### src/rtl/net_recv_event_gen.sv
// Packet length meter: counts bytes of each AXI-Stream packet and emits one
// {len, short} event per packet through a small FIFO, counting overflow drops.
module net_recv_event_gen #(
    parameter int unsigned  DATA_WIDTH   = 64,
    localparam int unsigned KEEP_WIDTH   = DATA_WIDTH / 8,
    parameter int unsigned  LEN_WIDTH    = 16,
    parameter int unsigned  FIFO_DEPTH   = 4,
    parameter int unsigned  SHORT_THRESH = 64
) (
    input  logic                  clk,
    input  logic                  rst,
    input  logic [DATA_WIDTH-1:0] s_pkt_tdata,
    input  logic [KEEP_WIDTH-1:0] s_pkt_tkeep,
    input  logic                  s_pkt_tlast,
    input  logic                  s_pkt_tvalid,
    output logic                  s_pkt_tready,
    output logic [LEN_WIDTH:0]    m_event_tdata,
    output logic                  m_event_tvalid,
    input  logic                  m_event_tready,
    output logic [31:0]           drop_count
);

    localparam int unsigned EVT_W = LEN_WIDTH + 1;
    localparam int unsigned AW    = $clog2(FIFO_DEPTH);
    localparam int unsigned CNT_W = AW + 1;

    logic [LEN_WIDTH-1:0] acc_q, acc_d;
    logic [EVT_W-1:0]     mem_q [FIFO_DEPTH];
    logic [EVT_W-1:0]     mem_d [FIFO_DEPTH];
    logic [AW-1:0]        rd_q, rd_d, wr_q, wr_d;
    logic [CNT_W-1:0]     count_q, count_d;
    logic [31:0]          drop_q, drop_d;

    logic [EVT_W-1:0]     keep_cnt;
    logic [EVT_W-1:0]     sum;
    logic [LEN_WIDTH-1:0] len;
    logic                 is_short;
    logic                 beat_acc, evt_form, push, pop, full, drop;

    // Packet payload is never inspected; only tkeep contributes.
    logic unused_tdata;
    assign unused_tdata = ^s_pkt_tdata;

    assign s_pkt_tready = ~rst;
    assign beat_acc     = s_pkt_tvalid & s_pkt_tready;
    assign evt_form     = beat_acc & s_pkt_tlast;

    always_comb begin
        keep_cnt = '0;
        for (int i = 0; i < KEEP_WIDTH; i++) begin
            keep_cnt = keep_cnt + EVT_W'(s_pkt_tkeep[i]);
        end
    end

    // One extra bit of headroom so the sum saturates instead of wrapping.
    assign sum      = {1'b0, acc_q} + keep_cnt;
    assign len      = sum[LEN_WIDTH] ? '1 : sum[LEN_WIDTH-1:0];
    assign is_short = 32'(len) < SHORT_THRESH;

    assign m_event_tvalid = ~rst & (count_q != '0);
    assign m_event_tdata  = m_event_tvalid ? mem_q[rd_q] : '0;
    assign drop_count     = drop_q;

    assign pop  = m_event_tvalid & m_event_tready;
    assign full = (count_q == CNT_W'(FIFO_DEPTH));
    assign push = evt_form & (~full | pop);
    assign drop = evt_form & ~push;

    always_comb begin
        acc_d   = acc_q;
        mem_d   = mem_q;
        rd_d    = rd_q;
        wr_d    = wr_q;
        count_d = count_q;
        drop_d  = drop_q;

        if (beat_acc) begin
            acc_d = s_pkt_tlast ? '0 : len;
        end
        if (push) begin
            mem_d[wr_q] = {len, is_short};
            wr_d        = wr_q + AW'(1);
        end
        if (pop) begin
            rd_d = rd_q + AW'(1);
        end
        unique case ({push, pop})
            2'b10:   count_d = count_q + CNT_W'(1);
            2'b01:   count_d = count_q - CNT_W'(1);
            default: count_d = count_q;
        endcase
        if (drop && (drop_q != '1)) begin
            drop_d = drop_q + 32'd1;
        end
    end

    always_ff @(posedge clk) begin
        if (rst) begin
            acc_q   <= '0;
            rd_q    <= '0;
            wr_q    <= '0;
            count_q <= '0;
            drop_q  <= '0;
            for (int i = 0; i < FIFO_DEPTH; i++) begin
                mem_q[i] <= '0;
            end
        end else begin
            acc_q   <= acc_d;
            rd_q    <= rd_d;
            wr_q    <= wr_d;
            count_q <= count_d;
            drop_q  <= drop_d;
            mem_q   <= mem_d;
        end
    end

endmodule

### config.mk
export PLATFORM = sky130hd
export DESIGN_NAME = net_recv_event_gen
export DESIGN_NICKNAME = d
export VERILOG_FILES = /design/src/rtl/net_recv_event_gen.sv
export SDC_FILE = /design/constraint.sdc
export NUM_CORES = 1
export LEC_CHECK = 0
export BUFFER_PORTS_ARGS = -buffer_cell sky130_fd_sc_hd__buf_2
export CAP_MARGIN = 15
export CORE_ASPECT_RATIO = 0.9
export CORE_MARGIN = 10
export CORE_UTILIZATION = 40
export CTS_CLUSTER_DIAMETER = 60
export DETAILED_ROUTE_END_ITERATION = 10
export GPL_TIMING_DRIVEN = 0
export MAX_ROUTING_LAYER = met4
export SYNTH_ARGS = -nofsm -noshare
export SYNTH_HDL_FRONTEND = slang
export SYNTH_SLANG_ARGS = --single-unit
### constraint.sdc
create_clock -name clk -period 5.12 [get_ports clk]
set_input_delay 1.024 -clock clk [delete_from_list [all_inputs] [get_ports clk]]
set_output_delay 1.024 -clock clk [all_outputs]
set_load 0.01 [all_outputs]
==> summary.txt <==
CTS
  • Maximum clock insertion buffer count: 2
  • Number of CTS-inserted buffers: 17
  • Post-CTS setup buffer count: 0
  • CTS tree: yes
  • H-tree depth: 4
  • Post-CTS Resized: 0
  • Clock Root Buffer: clkbuf_16
  • Hold-fix buffers at CTS: 0
  • Clock transition at path regs: 50 ps
  • # clock sinks: 123
  • Clk_lat worst skew: 420 ps

Critical path
  • Max incr delay on CP: about 560 ps
  • Critical-path cell list: buf_2, fa_1, inv_1, fa_1, fa_1, fa_1, inv_1, fa_1, a211oi_4, nor4_4, and3_4, nor4b_4, nand4bb_1, o21ai_1
  • R2R depth: 12
  • R2R Path End: mem_q[0]
  • Family with the most delay on the worst path: adder cells
  • Arrival time worst endpoint: 5130 ps
  • Critical Path RT: 5460 ps
  • Worst reg2reg setup slack: around 1200 ps
  • Worst reg2reg path startpoint: acc_q[0]
  • Crit path max fanout: 7
  • WS Path Type: input port to flop
  • Startpoint types: input port
  • Critical Path Most Common Cell: fa_1
  • CP max-delay cell: nor4b_4
  • Critical path capture point type: flop
  • Crit path launch: s_pkt_tkeep[0]
  • WP buf/inv: 3

Synthesis
  • Yosys reg bits: 123
  • Syn Area/Cell: 8.96 µm²
  • Leading area contributor after synthesis: dfxtp_1
  • Most frequent cells after synthesis: dfxtp_1 (123), nor2_1 (117), a211oi_1 (52), nand2_1 (45), and2_1 (30)
  • Post-synth EDFFs: 0
  • Synth top area share: 40.4%
  • Ys async rst share: 0%
  • Most frequent cell after synthesis: dfxtp_1
  • Post-Syn Area: 0.00609 mm²
  • Post-Synthesis Cells: 680
  • Most used DFF post-synth: dfxtp_1
  • Post-synthesis net count: 775
  • Synth Warn #: 0
  • Register area share after synthesis: 40.4%
  • Dominant cells by area after synthesis: dfxtp_1 (40%), nor2_1 (7.2%), a211oi_1 (6.4%), mux4_2 (6.3%), xor2_1 (3.3%)
  • Post-synth cell types: 63

STA
  • Worst-Margin Slew: 872 ps
  • F_max: roughly 0.21 GHz
  • Relative slew slack: 41.4%
  • Final slew viol count: 0
  • Post-layout min period: 4780 ps
  • Final period util: between 90% and 100%
  • Hold Vio Cnt, Final: 0
  • Worst Clk Skew: just under 8 ps
  • Final setup vio count: 0
  • Setup TNS: 0 ps
  • RSZ-0062 raised after global routing: no

Die
  • Area of the die: 0.0206 mm²
  • Row cnt: 42
  • Ports: 128
  • Initial Utilization: 41.1%
  • Chip Height: ~140 µm
  • Core area: 0.0148 mm²
  • Chip width: 150 µm

Status
  • Status: finished clean

Drt
  • WL/cell: ~17 µm
  • # DRC: 0
  • DR pass1 iterations: 5
  • Antenna viol nets, final: 0
  • Drt initial violations: 386
  • Vias per inst: 5.49
  • WL final: 17.0 mm
  • Total number of vias: between 5000 and 6000

Power and ir drop
  • Power Density: 353 mW/mm²
  • Overall power: between 2 and 3 mW
  • Leakage: 2.78 nW
  • Max IR drop VDD: approximately 0.25 mV

Layout
  • Area Growth Syn to Fin: 20.5%
  • Ant diodes: 0
  • Final non-filler cell area: 0.00734 mm²
  • Fraction of layout cells with a size suffix above 1: between 15 and 20%
  • Final net count: 856

Global route
  • Vias in the first global route: 5339
  • Overall Global Routing Usage: between 10% and 20%
  • Grt ovf: 0
  • Pin count of the biggest net entering global routing: 17
  • First-pass GRT wire length: 27.5 mm
  • Antenna violations before repair: 0

Worst hold path
  • Hold Path Cell Cnt: 2
  • Worst Hold Endpoint: mem_q[30]
  • Hold Path Class: flop to flop
  • Hold Crit Start: mem_q[30]

Placed design
  • RePlAce Congestion: 0.873
  • Final HPWL DP: around 12 mm
  • Placed Area: 0.00665 mm²
  • Input/output buffers: 62

Flow run
  • Maxcap violations: 0
## registers in the layout, indices dropped and copies added, names as in the netlist
register,flops
drop_count,32
rd_q,2
acc_q,16
mem_q,68
count_q,3
wr_q,2
## cell usage in the layout (no fill, tap or decap), types with 4 or more instances in the layout
cell type    n
nand4_1     16
xnor2_1     17
o21ai_0     13
and2_1      30
clkinv_2     4
nor3_1      11
nor2_1     117
nand2_1     45
clkbuf_1    24
a21oi_1     23
bufinv_16    6
ha_1        12
mux4_2      17
dfxtp_1    123
fa_1         6
clkbuf_16   17
or3_1        6
buf_2       76
xor2_1      23
inv_1       25
o21a_1       4
and3_1       6
o21ai_1      4
nand3_1     23
a211oi_1    52
a2bb2oi_1    9
## how the worst max path moves through the flow
| stage | cells past startpoint | slack, ps | end |
|---|---|---|---|
| floorplan | 13 | 450 | mem_q[0] |
| global placement | 14 | -180 | mem_q[17] |
| detailed placement | 14 | -260 | mem_q[0] |
| CTS | 14 | 130 | mem_q[0] |
| global route | 14 | 180 | mem_q[34] |
| finish | 14 | 340 | mem_q[0] |
## cells by family after synthesis
family                     Yosys count  share of synthesized area [%]
adders and majority gates           18                           4.44
DFF                                123                           40.4
muxes                               21                           6.98
and+or+nand+nor                    282                           22.9
buffers and inverters               69                           4.81
AOI/OAI and AO/OA                  127                           14.6
xor gates and xnor gates            40                           5.75
## final cells by class
cell class	instances	area (µm²)
buffer	44	199
clock buffer	20	467
clock inverter	12	216
fill	1401	7480
inverter	25	93.8
multi-input combinational	488	3340
sequential	123	2460
tap	198	248
timing repair buffer	62	310
## power breakdown
| part | leakage [nW] | switching, mW | total, mW | internal (mW) |
|---|---|---|---|---|
| sequential | 0.993 | 0.00872 | 0.981 | 0.972 |
| clock | 0.336 | 0.433 | 1.38 | 0.948 |
| combinational | 1.45 | 0.145 | 0.232 | 0.0864 |
## stage by stage
stage | cells | worst slack, ps | util (%) | hold WS (ps)
after floorplan | 680 | 449 | - | 433
after global placement | 940 | -180 | 44.9 | 440
after detailed placement | 940 | -259 | 44.9 | 446
after CTS | 972 | 129 | 49.5 | 454
after global routing | 972 | 176 | 49.5 | 483
final | 972 | 339 | 49.5 | 457
## per-layer routing
layer  part of all wire [%]  vias to the layer above  GRT usage [%]  wire [µm]
met5                      0                        -              -          0
met4                    1.2                        0           5.93        209
met3                    5.1                       19           3.43        859
met2                     49                      150           27.7       8280
met1                     45                     2601           21.7       7650
li1                       -                     2570              -          -
## worst min-delay path, stage by stage, from the launching register on
cell and delay, ps:
dfxtp_1 310, nand2_1 50, a21oi_1 50
Note: power is estimated with default switching activity, not from simulation.
